--- src/rtl/ofs_plat_shim_ccip_rd_burst_split.sv ---
// Splits AFU read bursts (1-64 lines) into aligned 1/2/4-line CCI-P reads and
// re-tags the in-order response stream with burst tag, SOP and EOP.
module ofs_plat_shim_ccip_rd_burst_split #(
    parameter int ADDR_WIDTH = 42,
    parameter int DATA_WIDTH = 512,
    parameter int TAG_WIDTH  = 16,
    parameter int MAX_BURSTS = 32
) (
    input  logic                  clk,
    input  logic                  reset_n,
    input  logic                  req_valid,
    output logic                  req_ready,
    input  logic [ADDR_WIDTH-1:0] req_addr,
    input  logic [5:0]            req_len,
    input  logic [TAG_WIDTH-1:0]  req_tag,
    output logic                  c0_tx_valid,
    output logic [ADDR_WIDTH-1:0] c0_tx_addr,
    output logic [1:0]            c0_tx_cl_len,
    output logic [15:0]           c0_tx_mdata,
    input  logic                  c0_tx_almfull,
    input  logic                  rsp_in_valid,
    input  logic [DATA_WIDTH-1:0] rsp_in_data,
    output logic                  afu_rsp_valid,
    output logic [DATA_WIDTH-1:0] afu_rsp_data,
    output logic [TAG_WIDTH-1:0]  afu_rsp_tag,
    output logic                  afu_rsp_sop,
    output logic                  afu_rsp_eop,
    output logic                  err_underflow
);
    localparam int PTR_W = $clog2(MAX_BURSTS);
    localparam int ENT_W = TAG_WIDTH + 6;

    typedef enum logic {IDLE, SPLIT} state_t;

    state_t                  state_q, state_d;
    logic [ADDR_WIDTH-1:0]   cur_addr_q, cur_addr_d;
    logic [6:0]              remaining_q, remaining_d;
    logic [15:0]             seq_q, seq_d;

    logic [ENT_W-1:0]        fifo_mem [MAX_BURSTS];
    logic [PTR_W-1:0]        wr_ptr_q, wr_ptr_d, rd_ptr_q, rd_ptr_d;
    logic [PTR_W:0]          cnt_q, cnt_d;
    logic [5:0]              beat_cnt_q, beat_cnt_d;

    logic                    afu_rsp_valid_q, afu_rsp_valid_d;
    logic [DATA_WIDTH-1:0]   afu_rsp_data_q, afu_rsp_data_d;
    logic [TAG_WIDTH-1:0]    afu_rsp_tag_q, afu_rsp_tag_d;
    logic                    afu_rsp_sop_q, afu_rsp_sop_d;
    logic                    afu_rsp_eop_q, afu_rsp_eop_d;
    logic                    err_underflow_q, err_underflow_d;

    logic                    fifo_full, fifo_empty, push, pop, issue, rsp_ok;
    logic                    sop, eop;
    logic [2:0]              size_lines;
    logic [1:0]              cl_len;
    logic [ENT_W-1:0]        head;

    assign fifo_full  = (cnt_q == (PTR_W+1)'(MAX_BURSTS));
    assign fifo_empty = (cnt_q == '0);
    assign req_ready  = (state_q == IDLE) && !fifo_full;
    assign push       = req_valid && req_ready;
    assign issue      = (state_q == SPLIT) && !c0_tx_almfull;

    assign c0_tx_valid  = issue;
    assign c0_tx_addr   = cur_addr_q;
    assign c0_tx_cl_len = cl_len;
    assign c0_tx_mdata  = seq_q;

    // Largest naturally aligned chunk that fits; keeps every request inside one 4-line group.
    always_comb begin
        size_lines = 3'd1;
        cl_len     = 2'd0;
        if (cur_addr_q[1:0] == 2'b00 && remaining_q >= 7'd4) begin
            size_lines = 3'd4;
            cl_len     = 2'd3;
        end else if (!cur_addr_q[0] && remaining_q >= 7'd2) begin
            size_lines = 3'd2;
            cl_len     = 2'd1;
        end
    end

    always_comb begin
        state_d     = state_q;
        cur_addr_d  = cur_addr_q;
        remaining_d = remaining_q;
        seq_d       = seq_q;
        if (state_q == IDLE && push) begin
            cur_addr_d  = req_addr;
            remaining_d = {1'b0, req_len} + 7'd1;
            state_d     = SPLIT;
        end else if (issue) begin
            cur_addr_d  = cur_addr_q + ADDR_WIDTH'(size_lines);
            remaining_d = remaining_q - 7'(size_lines);
            if (remaining_q == 7'(size_lines)) begin
                state_d = IDLE;
                seq_d   = seq_q + 16'd1;
            end
        end
    end

    // Responses arrive in issue order, so the FIFO head always owns the current beat.
    assign head   = fifo_mem[rd_ptr_q];
    assign rsp_ok = rsp_in_valid && !fifo_empty;
    assign sop    = (beat_cnt_q == 6'd0);
    assign eop    = (beat_cnt_q == head[5:0]);
    assign pop    = rsp_ok && eop;

    always_comb begin
        wr_ptr_d        = wr_ptr_q + PTR_W'(push);
        rd_ptr_d        = rd_ptr_q + PTR_W'(pop);
        cnt_d           = cnt_q + (PTR_W+1)'(push) - (PTR_W+1)'(pop);
        beat_cnt_d      = beat_cnt_q;
        if (rsp_ok)
            beat_cnt_d = eop ? 6'd0 : beat_cnt_q + 6'd1;
        afu_rsp_valid_d = rsp_ok;
        afu_rsp_data_d  = rsp_in_data;
        afu_rsp_tag_d   = head[ENT_W-1:6];
        afu_rsp_sop_d   = sop;
        afu_rsp_eop_d   = eop;
        err_underflow_d = err_underflow_q | (rsp_in_valid && fifo_empty);
    end

    always_ff @(posedge clk) begin
        if (push)
            fifo_mem[wr_ptr_q] <= {req_tag, req_len};
    end

    always_ff @(posedge clk) begin
        if (!reset_n) begin
            state_q         <= IDLE;
            cur_addr_q      <= '0;
            remaining_q     <= '0;
            seq_q           <= '0;
            wr_ptr_q        <= '0;
            rd_ptr_q        <= '0;
            cnt_q           <= '0;
            beat_cnt_q      <= '0;
            afu_rsp_valid_q <= 1'b0;
            afu_rsp_data_q  <= '0;
            afu_rsp_tag_q   <= '0;
            afu_rsp_sop_q   <= 1'b0;
            afu_rsp_eop_q   <= 1'b0;
            err_underflow_q <= 1'b0;
        end else begin
            state_q         <= state_d;
            cur_addr_q      <= cur_addr_d;
            remaining_q     <= remaining_d;
            seq_q           <= seq_d;
            wr_ptr_q        <= wr_ptr_d;
            rd_ptr_q        <= rd_ptr_d;
            cnt_q           <= cnt_d;
            beat_cnt_q      <= beat_cnt_d;
            afu_rsp_valid_q <= afu_rsp_valid_d;
            afu_rsp_data_q  <= afu_rsp_data_d;
            afu_rsp_tag_q   <= afu_rsp_tag_d;
            afu_rsp_sop_q   <= afu_rsp_sop_d;
            afu_rsp_eop_q   <= afu_rsp_eop_d;
            err_underflow_q <= err_underflow_d;
        end
    end

    assign afu_rsp_valid = afu_rsp_valid_q;
    assign afu_rsp_data  = afu_rsp_data_q;
    assign afu_rsp_tag   = afu_rsp_tag_q;
    assign afu_rsp_sop   = afu_rsp_sop_q;
    assign afu_rsp_eop   = afu_rsp_eop_q;
    assign err_underflow = err_underflow_q;

endmodule

--- config.mk ---
export PLATFORM = sky130hd
export DESIGN_NAME = ofs_plat_shim_ccip_rd_burst_split
export DESIGN_NICKNAME = d
export VERILOG_FILES = /design/src/rtl/ofs_plat_shim_ccip_rd_burst_split.sv
export SDC_FILE = /design/constraint.sdc
export NUM_CORES = 1
export LEC_CHECK = 0
export BUFFER_PORTS_ARGS = -buffer_cell sky130_fd_sc_hd__buf_2
export CORE_AREA = 2 2 461 463
export DETAILED_ROUTE_END_ITERATION = 12
export DIE_AREA = 0 0 463 465
export PLACE_DENSITY = 0.42
export SETUP_SLACK_MARGIN = 0.05
export SLEW_MARGIN = 20
export SYNTH_ARGS = -nofsm -noshare
export SYNTH_HDL_FRONTEND = slang
export SYNTH_SLANG_ARGS = --single-unit
--- constraint.sdc ---
create_clock -name clk -period 3.71 [get_ports clk]
set_clock_uncertainty 0.05 [all_clocks]
set_input_delay 0.371 -clock clk [delete_from_list [all_inputs] [get_ports clk]]
set_output_delay 0.371 -clock clk [all_outputs]
set_load 0.05 [all_outputs]
; ---- Yosys cells after proc, flatten, opt, wreduce, memory -nomap -nowiden
; Memory sizes are Yosys's and may differ from the RTL's. A register that Yosys moved wholly into a read port is not among the register bits.
; Cells that the tools add are included.
[totals]
elab_cells = 67
mem_count = 1
ramBits = 704
output_inout_bits = 594
register_bits = 620
in_bits = 581
[classes]
reduce_logical = 20
order_cmp = 2
n_addsub = 9
n_bitwise = 3
muxes = 15
n_eq_ne = 3
[mem_list]
columns = memory, words, word_bits, read_ports, rd_clocked_by_memory_dff, write_ports, line
row1 = fifo_mem, 32, 22, 1, 1, 1, 40  ; logic [ENT_W-1:0] fifo_mem [MAX_BURSTS];
[op_table]
columns = op, count
row1 = two-way mux 42 bit, 2
row2 = adder 42 x 3 -> 42 bit, 1
row3 = "adder 16 x 1 -> 16 bit, second input constant", 1
row4 = two-way mux 7 bit, 2
row5 = zero test 6 bit, 2
row6 = adder 5 x 1 -> 5 bit, 2
row7 = logical AND 1 bit, 9
row8 = "adder 6 x 1 -> 7 bit, second input constant", 1
row9 = equality test 7 x 3 -> 1 bit, 1
row10 = ">= comparator 7 x 2 -> 1 bit, second input constant", 1
row11 = ">= comparator 7 x 3 -> 1 bit, second input constant", 1
row12 = subtractor 7 x 3 -> 7 bit, 1
row13 = adder 6 x 1 -> 6 bit, 1
row14 = "adder 6 x 1 -> 6 bit, second input constant", 1
row15 = equality test 6 bit, 1
row16 = "equality test 6 bit, second input constant", 1
row17 = two-way mux 1 bit, 6
row18 = two-way mux 6 bit, 1
row19 = subtractor 6 x 1 -> 6 bit, 1
row20 = two-way mux 5 bit, 1
row21 = zero test 1 bit, 4
row22 = two-way mux 2 bit, 2
row23 = nonzero test 2 bit, 2
row24 = two-way mux 3 bit, 1
row25 = 5 further kinds, 6

; ---- Logic depth before layout (Yosys ltp)
[depth]
ltp_word = 8
depth_mapped = 21

; ---- Worst setup path after synthesis
; OpenSTA, ideal clock, no wires.
[synth_timing]
path_kind = flip-flop to flip-flop
from = register, netlist name rd_ptr_q[1]
to = register cnt_q[5]
setup_slack_ns = -0.407
period_less_slack_ns = 4.117
path_stages_with_launch = 19
t_arrival_ns = 3.939
setup_ns = 0.128
cell_sequence = dfxtp_1 > buf_4 > buf_6 > buf_2 > mux4_2 > mux2_2 > a221oi_1 > nor3_1 > nand4b_1 > nor4_4 > ha_1 > inv_1 > ha_1 > a21o_1 > a21oi_1 > o21bai_1 > a21oi_1 > xnor2_1 > nor2_1
[synth_rtl]
columns = element, line
row1 = "end signal, assigned", 151  ; cnt_q <= cnt_d;
row2 = "end, declared", 42  ; logic [PTR_W:0] cnt_q, cnt_d;

==> metrics.cfg <==
[outcome]
status = finished, violations left
violations = setup timing

[setup_path]
required_ns = 4.35
crit_start = rd_ptr_q[1]
arrival_ns = 4.68
worst_r2r_endpoint = cnt_q[4]
timing.rr.start = rd_ptr_q[1]
crit_end = cnt_q[4]
r2r_slack_ns = -0.33
endpoint_kind = flop
cp-start-kind = flop
critPathMaxFanout = 7
reg2reg_depth = 19
critPathKind = flop to flop

[floorplan]
core_um2 = 211000
dieWidth_um = 463
dieArea_um2 = 215000
die-height_um = 465
initial_utilization_pct = 21.6
row_count = 169
design.portCount = 1175

[synth]
yosysSeqAreaShare_pct = 73.6
syn_avg_cell_area_um2 = 16.4
ys.warnings.count = 0
synth_flop_cell = edfxtp_1
synth_fa_ha_area_share_pct = 0.691
synth_compound_area_share_pct = 1.76
synthArstFlopShare_pct = 0
syn_nets = 3380
synth_edf_count = 704
yosysUniqueCellTypes = 60
synthSimpleGateAreaFrac_pct = 10.3
synth_area_um2 = 45600
synth.mux.area_fraction_pct = 10.9
synth_top_family_by_area = multiplexers
ys_ff_latch = 1324
syn_inst = 2775
synthXorXnorAreaFrac_pct = 1.38

[placed_design]
port_buffers = 1174
gp_congestion = 1.03
dp_hpwl_um = 232000
placed_cells = 6755

[route]
drtIter0Drc = 3591
first_pass_iters = 5
drt-total-wl_um = 283000
wl_met3_um = 23900
viasPerCell = 4.35
drc = 0
wire_per_inst_um = 36.4
maxUsedRoutingLayer = met5
ant_nets = 0
wl_met1_um = 133000
dr_wl_met2_um = 121000
vias = 33900

[final_layout]
nets = 5310
area_growth_pct = 48.6
multi_input_area_um2 = 11700
seqCellArea_um2 = 33600
drive_above_1_share_pct = 38.1
fillerInstances = 21300
fin_cells = 7781
finish.utilization_pct = 32.1

[clock_tree]
cts-root-buf = clkbuf_16
clockBufferDepth = 3
path_clk_slew_ns = 0.06
clock-sinks = 1324
htreeDepth = 4
cts_tree = done
clk_latency_ns = 0.81
numCtsBuffers = 162

[sta]
post-route-min-period_ns = 4.04
tightest_slew_ns = 1.08
whs_ns = 0.0563
fmax_ghz = 0.248
slew_headroom_pct = 28.3
rsz0062_at_grt = true
drv_slew = 0
worst_slack_ns = -0.327
hold_viol_final = 0
setup_viol = 5
finalCritPeriodShare_pct = 109

[grt]
antenna_found_initial = 185
grt_usage_pct = 25.6
globalRouteOverflowTotal = 0
grt_pass1_vias = 33100
grt_max_degree = 125
grt_pass1_wl_um = 357000

[job]
maxCapViolCount = 0

[pwr]
power.total_w = 0.0386
ir_worst_vdd_mv = 0.503
leakagePower_nw = 26.3
power_density_nw_per_um2 = 570

[hold_path]
hp-class = primary input to flop

## metrics by stage
step | area [um2] | setup slack (ns) | TNS (ns)
final | 67800 | -0.327 | -1.24
after global routing | 67500 | -0.490 | -2.18
after CTS | 67300 | -0.336 | -1.21
after detailed placement | 55800 | -0.464 | -1.71
after global placement | 55800 | -0.509 | -1.97
after floorplan | 45700 | -0.241 | -0.545
## synthesized netlist by cell type (27+ instances only)
cell type,n,area share (%)
edfxtp_1,704,46
nor2_1,137,1.1
inv_1,27,0.22
clkbuf_1,101,0.83
a211oi_1,34,0.56
mux4_2,195,9.6
nand3_1,35,0.38
xor2_1,36,0.69
xnor2_1,36,0.69
dfxtp_1,620,27
nand2_1,35,0.29
mux2i_1,42,0.92
and2_1,520,7.1
## critical path, stage by stage, from the launching register on
cell and delay [ns]:
dfxtp_4 0.44, buf_12 0.13, mux4_2 0.48, mux2_4 0.31, a221oi_4 0.26, nor3_2 0.06, or4b_4 0.58, nor4_4 0.26
buf_4 0.17, ha_4 0.19, inv_2 0.06, ha_4 0.12, inv_2 0.03, fa_2 0.33, inv_1 0.06, a21oi_1 0.05
nor2_1 0.08, nor2_1 0.06, xor2_1 0.12, nor2_1 0.05
## worst min path at each step
stage                     start                 to  depth (start not counted)
6_report       rsp_in_data[272]  afu_rsp_data[272]                          2
5_1_grt        rsp_in_data[272]  afu_rsp_data[272]                          2
4_1_cts              req_tag[9]   fifo_mem[31][15]                          1
3_5_place_dp     remaining_q[0]     remaining_q[0]                          2
3_3_place_gp     remaining_q[0]     remaining_q[0]                          2
2_1_floorplan    remaining_q[0]     remaining_q[0]                          2
## cells in the final DEF, fill, tap and decap left out, drive strengths merged, types with 18 or more instances in the layout
master          n
clkbuf        222
nand4          18
dfxtp         620
nor3           22
a21oi          19
clkinv         48
mux4          195
xnor2          36
dlygate4sd3   587
and2          520
mux2i          42
buf          1318
diode         122
nor2          137
edfxtp        704
nand2          35
ha             22
a211oi         34
nand3          35
inv            34
xor2           36
o21ai          18
## power breakdown
part / total (W) / switching (W) / internal [W] / leakage (nW)
combinational: 0.00568 / 0.00393 / 0.00176 / 12.2
clock: 0.0164 / 0.00678 / 0.00959 / 2.65
sequential: 0.0166 / 0.000538 / 0.0160 / 11.5
## flip-flops by register name, indices dropped and copies added (netlist names)
name	cells
afu_rsp_data	512
afu_rsp_eop	1
afu_rsp_sop	1
afu_rsp_tag	16
afu_rsp_valid	1
beat_cnt_q	6
c0_tx_addr	42
c0_tx_mdata	16
cnt_q	6
err_underflow	1
fifo_mem	704
rd_ptr_q	5
remaining_q	7
state_q	1
wr_ptr_q	5
## per-layer routing
metal	vias up	track usage, %
li1	14100	-
met1	17600	37.8
met2	1767	37.6
met3	342	7.09
met4	32	4.54
met5	-	0
## logic make-up after synthesis
group	Yosys count
flops	1324
xor+xnor	72
simple gates	822
buf+inv	169
mux	250
fa+ha+maj	24
compound gates	114
## timing repair
action,CTS,global route
buffers inserted,11,9
endpoints found under the setup margin,9,10
hold endpoints to repair,983,0
cloned,1,0
hold buffers,587,0
gates resized for setup,13,18
pin swaps,12,7
## final cells by class
| cell class | count | area share (%) |
|---|---|---|
| clock buffer | 222 | 6.69 |
| sequential | 1324 | 49.5 |
| antenna | 122 | 0.450 |
| clock inverter | 75 | 1.36 |
| inverter | 29 | 0.168 |
| tap | 2821 | 5.21 |
| timing repair buffer | 1906 | 19.4 |
| multi-input combinational | 1282 | 17.2 |
Power figures use the tool's default switching activity.
